`src/rtl/regfile_wr_arbiter_pkg.sv`:
```
// Shared definitions for the register-file write-port arbiter and its scoreboard.
package regfile_wr_arbiter_pkg;

    localparam int REG_ADDR_W = 5;
    localparam int REG_DATA_W = 32;
    localparam int NUM_REGS   = 32;

    // Identifies which source owns the write port in a given cycle.
    typedef enum logic [1:0] {
        SRC_NONE = 2'd0,
        SRC_WB   = 2'd1,
        SRC_MD   = 2'd2,
        SRC_DBG  = 2'd3
    } src_e;

    // True when a non-zero register is still owed a mul/div result.
    function automatic logic is_pending(input logic [NUM_REGS-1:0] vec,
                                        input logic [REG_ADDR_W-1:0] addr);
        return (addr != {REG_ADDR_W{1'b0}}) && vec[addr];
    endfunction

endpackage

```
`src/rtl/regfile_scoreboard.sv`:
```
// Pending-result scoreboard: tracks registers owed by the mul/div unit,
// drives the decode stall and flags WB writes that overtake a pending result.
module regfile_scoreboard
    import regfile_wr_arbiter_pkg::*;
(
    input  logic                  clk,
    input  logic                  rst,
    input  logic                  iss_set,
    input  logic [REG_ADDR_W-1:0] iss_addr,
    input  logic                  clr_en,
    input  logic [REG_ADDR_W-1:0] clr_addr,
    input  logic                  wb_valid,
    input  logic [REG_ADDR_W-1:0] wb_addr,
    input  logic [REG_ADDR_W-1:0] rs_addr,
    input  logic [REG_ADDR_W-1:0] rt_addr,
    output logic                  stall,
    output logic                  err_waw
);

    logic [NUM_REGS-1:0] pending_r;
    logic [NUM_REGS-1:0] pending_nxt_s;
    logic                err_waw_r;
    logic                waw_hit_s;

    // Next pending vector: clear first, then set, so a new issue re-owns the register.
    always_comb begin
        pending_nxt_s = pending_r;
        if (clr_en) begin
            pending_nxt_s[clr_addr] = 1'b0;
        end else begin
            pending_nxt_s = pending_nxt_s;
        end
        if (iss_set && (iss_addr != {REG_ADDR_W{1'b0}})) begin
            pending_nxt_s[iss_addr] = 1'b1;
        end else begin
            pending_nxt_s = pending_nxt_s;
        end
        pending_nxt_s[0] = 1'b0;
    end

    // Hazard detection on decode sources and on the WB destination.
    always_comb begin
        stall     = is_pending(pending_r, rs_addr) || is_pending(pending_r, rt_addr);
        waw_hit_s = wb_valid && is_pending(pending_r, wb_addr);
    end

    // Pending vector and sticky WAW error register.
    always_ff @(posedge clk or posedge rst) begin
        if (rst) begin
            pending_r <= {NUM_REGS{1'b0}};
            err_waw_r <= 1'b0;
        end else begin
            pending_r <= pending_nxt_s;
            if (waw_hit_s) begin
                err_waw_r <= 1'b1;
            end
        end
    end

    assign err_waw = err_waw_r;

endmodule

```
`src/rtl/regfile_wr_arbiter.sv`:
```
// Single owner of the register file write port: arbitrates WB, mul/div and
// debug writes, protects debug from starvation and registers the winner.
module regfile_wr_arbiter
    import regfile_wr_arbiter_pkg::*;
#(
    parameter int STARVE_LIMIT = 4,
    parameter int CNT_W        = 3
) (
    input  logic        clk,
    input  logic        rst,
    input  logic        wb_valid,
    input  logic [4:0]  wb_addr,
    input  logic [31:0] wb_data,
    input  logic        md_valid,
    output logic        md_ready,
    input  logic [4:0]  md_addr,
    input  logic [31:0] md_data,
    input  logic        dbg_valid,
    output logic        dbg_ready,
    input  logic [4:0]  dbg_addr,
    input  logic [31:0] dbg_data,
    input  logic        iss_set,
    input  logic [4:0]  iss_addr,
    input  logic [4:0]  rs_addr,
    input  logic [4:0]  rt_addr,
    output logic        stall,
    output logic        rf_wren,
    output logic [4:0]  rf_wraddr,
    output logic [31:0] rf_wrdata,
    output logic        err_waw
);

    localparam logic [CNT_W-1:0] LIMIT_C = CNT_W'(STARVE_LIMIT);

    src_e                  grant_s;
    logic                  md_fire_s;
    logic [CNT_W-1:0]      starve_cnt_r;
    logic                  rf_wren_r;
    logic [REG_ADDR_W-1:0] rf_wraddr_r;
    logic [REG_DATA_W-1:0] rf_wrdata_r;

    // Fixed-priority grant with debug promoted above mul/div once starved.
    always_comb begin
        grant_s = SRC_NONE;
        if (wb_valid) begin
            grant_s = SRC_WB;
        end else if (dbg_valid && (starve_cnt_r >= LIMIT_C)) begin
            grant_s = SRC_DBG;
        end else if (md_valid) begin
            grant_s = SRC_MD;
        end else if (dbg_valid) begin
            grant_s = SRC_DBG;
        end else begin
            grant_s = SRC_NONE;
        end
    end

    assign md_ready  = (grant_s == SRC_MD);
    assign dbg_ready = (grant_s == SRC_DBG);
    assign md_fire_s = md_valid && md_ready;

    // Debug starvation counter: counts waiting cycles, saturates at the limit.
    always_ff @(posedge clk or posedge rst) begin
        if (rst) begin
            starve_cnt_r <= {CNT_W{1'b0}};
        end else if (dbg_valid && !dbg_ready) begin
            if (starve_cnt_r < LIMIT_C) begin
                starve_cnt_r <= starve_cnt_r + {{(CNT_W-1){1'b0}}, 1'b1};
            end
        end else begin
            starve_cnt_r <= {CNT_W{1'b0}};
        end
    end

    // Write-port output registers; address 0 completes the handshake without a write.
    always_ff @(posedge clk or posedge rst) begin
        if (rst) begin
            rf_wren_r   <= 1'b0;
            rf_wraddr_r <= {REG_ADDR_W{1'b0}};
            rf_wrdata_r <= {REG_DATA_W{1'b0}};
        end else begin
            case (grant_s)
                SRC_WB: begin
                    rf_wren_r   <= (wb_addr != {REG_ADDR_W{1'b0}});
                    rf_wraddr_r <= wb_addr;
                    rf_wrdata_r <= wb_data;
                end
                SRC_MD: begin
                    rf_wren_r   <= (md_addr != {REG_ADDR_W{1'b0}});
                    rf_wraddr_r <= md_addr;
                    rf_wrdata_r <= md_data;
                end
                SRC_DBG: begin
                    rf_wren_r   <= (dbg_addr != {REG_ADDR_W{1'b0}});
                    rf_wraddr_r <= dbg_addr;
                    rf_wrdata_r <= dbg_data;
                end
                default: begin
                    rf_wren_r <= 1'b0;
                end
            endcase
        end
    end

    assign rf_wren   = rf_wren_r;
    assign rf_wraddr = rf_wraddr_r;
    assign rf_wrdata = rf_wrdata_r;

    regfile_scoreboard u_scoreboard (
        .clk      (clk),
        .rst      (rst),
        .iss_set  (iss_set),
        .iss_addr (iss_addr),
        .clr_en   (md_fire_s),
        .clr_addr (md_addr),
        .wb_valid (wb_valid),
        .wb_addr  (wb_addr),
        .rs_addr  (rs_addr),
        .rt_addr  (rt_addr),
        .stall    (stall),
        .err_waw  (err_waw)
    );

endmodule
```
`config.mk`:
```
export PLATFORM = sky130hd
export DESIGN_NAME = regfile_wr_arbiter
export DESIGN_NICKNAME = d
export VERILOG_FILES = /design/src/rtl/regfile_wr_arbiter_pkg.sv /design/src/rtl/regfile_scoreboard.sv /design/src/rtl/regfile_wr_arbiter.sv
export SDC_FILE = /design/constraint.sdc
export NUM_CORES = 1
export LEC_CHECK = 0
export CAP_MARGIN = 10
export CORE_MARGIN = 5
export CORE_UTILIZATION = 57
export CTS_CLUSTER_SIZE = 40
export DETAILED_ROUTE_END_ITERATION = 8
export DONT_BUFFER_PORTS = 1
export PLACE_DENSITY_LB_ADDON = 0.25
export SYNTH_ARGS = -nofsm -noshare
export SYNTH_HDL_FRONTEND = slang
export SYNTH_SLANG_ARGS = --single-unit
```
`constraint.sdc`:
```
create_clock -name clk -period 3.36 [get_ports clk]
set_clock_uncertainty 0.1 [all_clocks]
set_input_delay 1.008 -clock clk [delete_from_list [all_inputs] [get_ports clk]]
set_output_delay 1.008 -clock clk [all_outputs]
set_load 0.01 [all_outputs]
```
# Yosys cells after proc, flatten, opt, wreduce, memory -nomap -nowiden
# Index checks and enable logic that the tools add are counted.
# Widths: inputs -> output; s select.
# totals
register_bits,73
in_bits,132
output_inout_bits,42
word_cells,63
# classes
addsub,1
n_lt_le_gt_ge,9
n_eq_ne,4
n_mux,21
bitwise,3
n_reduce_logical,19
# ops
op,count
$pmux 32 s3,1
$mux 32,2
$and 32x32->32,1
$not 32->32,1
$or 32x32->32,1
$lt 5x6->1 const B,5
$reduce_bool 5->1,6
$bmux 1 s5,3
$pmux 5 s3,1
$demux 1 s5,2
$ge 5x1->1 const B,2
$logic_and 1x1->1,10
$mux 2,4
$mux 3,2
$mux 1,5
$eq 2x2->1 const B,2
$add 3x1->3 const B,1
$ge 3x3->1 const B,1
$lt 3x3->1 const B,1
$pmux 1 s3,1
$reduce_bool 3->1,1
$eq 2x1->1 const B,1
$ne 2x1->1 const B,1
$logic_not 1->1,1
$logic_or 1x1->1,1

# Longest topological paths before layout
# logic_depth
ltp_word,9
depth_mapped,6
depth_no_buf,5

# Modules after synthesis
# A second synthesis with hierarchy kept.
# hier_totals
cells_unflattened,526
area_unflattened_um2,4783.3
# by_module_without_submodules
mod,instances,cells_per_inst,area_each_um2,seq_area_each_um2
regfile_wr_arbiter,1,320,2602.5,1026.0
regfile_scoreboard,1,206,2180.8,800.8

# Worst setup path after synthesis
# Ideal clock, no wire load.
# synth_timing
path_kind,input-to-output
start,in rt_addr[1]
end,out stall
arrival_time_ns,2.310
required_ns,2.252
path_slack_ns,-0.058
stages,5
n_path_buf,1
path_cell_list,clkbuf_1 > mux4_2 > o211ai_1 > o311a_1 > nand4_1
# synth_via
elab_chain_len,4
word_cells_on_any_way,5
classes_between,2 x mux; 3 x reduce/logical
# synth_rtl
item,line,rtl
start: declaration,regfile_wr_arbiter.sv:25,"input logic [4:0] rt_addr,"
$bmux 1 s5,regfile_wr_arbiter_pkg.sv:19,return (addr != {REG_ADDR_W{1'b0}}) && vec[addr];
$mux 1 (not written as such),regfile_wr_arbiter_pkg.sv:19,
$logic_and 1x1->1 *,regfile_wr_arbiter_pkg.sv:19,
$logic_or 1x1->1 *,regfile_scoreboard.sv:43,"stall = is_pending(pending_r, rs_addr) || is_pending(pending_r, rt_addr);"
end: declaration,regfile_wr_arbiter.sv:26,"output logic stall,"
# Mark *: on every way between the ends. The rest lies on a longest branch, timed or not. The select of a mux whose other input is x is not followed.

# Final worst setup path
# layout_timing
start,in rs_addr[0]
end,out stall
# layout_via
elab_chain_len,4
word_cells_on_any_way,5
classes_between,2 x mux; 3 x reduce/logical
# layout_rtl
item,line,rtl
start: declaration,regfile_wr_arbiter.sv:24,"input logic [4:0] rs_addr,"
$bmux 1 s5,regfile_wr_arbiter_pkg.sv:19,
$mux 1 (not written as such),regfile_wr_arbiter_pkg.sv:19,
$logic_and 1x1->1 *,regfile_wr_arbiter_pkg.sv:19,
$logic_or 1x1->1 *,regfile_scoreboard.sv:43,
# Marked as above.

==> run_results.csv <==
group,metric,value,unit
yosys,synthTopCellsByArea,"dfrtp_1 (44%), o21ai_0 (7.3%), a221oi_1 (6.7%)",
yosys,synth_top_area_share,43.5,%
final_layout,drive_gt1_share,10.3,%
final_layout,fin_area,4450,um2
final_layout,syn2layout_area_growth,6.08,%
timing,timing.final.ws_setup,0.153,ns
worst_setup_path,critPathKind,"in -> out",
cts,cts_setup_buffers,0,
yosys,ys_warn_count,0,
timing,grt_setup_unrepaired,"no",
power_and_ir_drop,leakage,1.71,nW
global_routing,grt_antenna_before_repair,0,
timing,maxSlewViolCount,0,
global_routing,grt_pass1_vias,3519,
detailed_routing,via_per_inst,6.97,
timing,slew_headroom,24.3,%
worst_setup_path,worstPathMaxFanout,13,
global_routing,grt_usage,26.3,%
yosys,synth_ff_type,"dfrtp_1",
worst_hold_path,hp-class,"reg -> reg",
global_routing,grt_first_pass_wirelength,18.3,mm
placed_design,postPlaceCellArea,4230,um2
worst_setup_path,crit_arrival,2.10,ns
worst_setup_path,cp-start-kind,"input pin",
final_layout,nNetsFinal,557,
yosys,synth_area,4200,um2
placed_design,dp_hpwl,9.38,mm
global_routing,grt_overflow,0,
cts,tritoncts,"yes",
floorplanning,die_h,95.8,um
detailed_routing,wl,12.2,mm
worst_setup_path,worstPathRequired,2.25,ns
flow_run,drv_cap,0,
timing,min_period,3.21,ns
final_layout,antennaDiodeCount,0,
cts,htreeDepth,3,
detailed_routing,drc,0,
cts,path_clk_slew,0.08,ns
yosys,synth.distinct_cells,46,
floorplanning,coreArea,7210,um2
timing,fmax,312,MHz
timing,fin_crit_sh,95.5,%
cts,postCtsHoldBufs,0,
cts,worstSkewPairLatency,0.35,ns
detailed_routing,via_count,3680,
floorplanning,die_w,95.8,um
power_and_ir_drop,ir_worst_vdd,0.000247,V
yosys,synth_edf_count,0,
yosys,syn_avg_cell_area,9.54,um2
placed_design,dp_slack,0.148,ns
floorplanning,start_util,58.2,%
yosys,ys_ff_latch,73,
timing,hold_viol_final,0,
timing,setup-violations-final,0,
timing,worst_slew_pin_slew,1.14,ns
cts,cts_root_buffer,"clkbuf_8",
cts,cts_buffer_depth,2,
global_routing,grt_max_degree,45,
final_layout,layout_common_cells,"dfrtp_1 (73), o21ai_0 (61), nand2_1 (49)",
final_layout,layout_commonest_cell,"dfrtp_1",
floorplanning,ios,174,
cts,cts_resized,0,
yosys,synthArstFlopShare,100,%
detailed_routing,drt-initial-drc-count,252,
yosys,yosysTopAreaCell,"dfrtp_1",
floorplanning,die_area,9180,um2
detailed_routing,wl_per_cell,23.1,um
detailed_routing,drtPass1Iterations,5,
run_status,status,"finished, final reports clean",
yosys,seq_area_frac_synth,43.5,%
power_and_ir_drop,p_total,2.39,mW
cts,cts.sinks,73,
cts,cts_made_buffers,9,
detailed_routing,ant_nets,0,
placed_design,portBuffers,0,
floorplanning,rows,31,
worst_setup_path,critPathCaptureType,"output port",
power_and_ir_drop,powerDensity,536,nW/um2
timing,fin_setup_tns,0,ns
placed_design,place_congestion,0.944,
yosys,syn-num-nets,573,
yosys,synthCells,440,
[synthesized netlist by cell type, types with 2 or more instances]
cell / instances
a2111oi_0: 3
a21oi_1: 36
a221oi_1: 32
a222oi_1: 4
buf_1: 2
buf_2: 6
buf_6: 2
clkbuf_1: 21
dfrtp_1: 73
inv_1: 5
mux2_2: 4
mux2i_1: 12
mux4_1: 4
mux4_2: 12
nand2_1: 49
nand2b_1: 4
nand3_1: 14
nand3b_1: 9
nand4_1: 2
nor2_1: 41
nor2b_1: 10
nor3_1: 3
o21ai_0: 61
o22ai_1: 4
o2bb2ai_1: 2
or3_1: 2
or3b_2: 2
or4_1: 3
[report_power, final]
| part | internal, mW | switching, mW |
|---|---|---|
| combinational | 0.229 | 0.190 |
| clock | 0.421 | 0.339 |
| sequential | 1.02 | 0.186 |
[worst max-delay path: stages]
cell and delay [ns]:
mux2_2 0.31, a221oi_1 0.22, a2111oi_0 0.10, a41oi_1 0.24, nand4_1 0.22
[layer usage]
| metal | vias up | track usage [%] | routed length (um) | share of wire, % |
|---|---|---|---|---|
| met5 | - | 0 | 0 | 0 |
| met4 | 0 | 8.53 | 218 | 1.8 |
| met3 | 27 | 9.07 | 1270 | 10 |
| met2 | 200 | 41.9 | 5890 | 48 |
| met1 | 1816 | 33.7 | 4840 | 40 |
| li1 | 1637 | - | - | - |
[cells by family (layout without fill, tap and decap cells)]
| kind of cell | count (synthesis) | count (layout) | share of synthesized area, % |
|---|---|---|---|
| AOI/OAI and AO/OA | 153 | 153 | 23.1 |
| xor gates and xnor gates | 1 | 1 | 0.209 |
| adders and majority gates | 1 | 1 | 0.298 |
| buffers and inverters | 37 | 26 | 3.94 |
| DFF | 73 | 73 | 43.5 |
| muxes | 32 | 32 | 12.9 |
| and+or+nand+nor | 143 | 143 | 16.0 |
[area by class of cell]
class                      count  area (um2)
fill                         610        2760
sequential                    73        1830
inverter                       5        18.8
multi-input combinational    330        2210
clock inverter                 6        90.1
timing repair buffer           5        50.0
tap                           99         124
clock buffer                  10         128
[through the flow]
stage | hold slack, ns | util (%) | std cells
after global routing | 0.481 | 61.7 | 528
after detailed placement | 0.442 | 58.7 | 512
after global placement | 0.414 | 58.7 | 512
after floorplan | 0.372 | - | 440
after CTS | 0.457 | 61.7 | 528
final | 0.458 | 61.7 | 528
[flip-flops by register name, indices dropped and copies added, names as in the netlist]
| signal | flops |
|---|---|
| rf_wrdata | 32 |
| u_scoreboard.pending_r | 31 |
| rf_wraddr | 5 |
| starve_cnt_r | 3 |
| rf_wren | 1 |
| u_scoreboard.err_waw | 1 |
[final timing paths]
path                                               to  cells after the start  slack (ns)             from
max                                             stall                      5        0.15       rs_addr[0]
min                                   starve_cnt_r[1]                      2        0.46  starve_cnt_r[1]
max reg2reg                u_scoreboard.pending_r[23]                      6        1.24  starve_cnt_r[2]
min reg2reg                           starve_cnt_r[1]                      2        0.46  starve_cnt_r[1]
max in group asynchronous               rf_wrdata[16]                      2        1.96              rst
min in group asynchronous  u_scoreboard.pending_r[20]                      1        0.55              rst
Power figures use the tool's default switching activity.
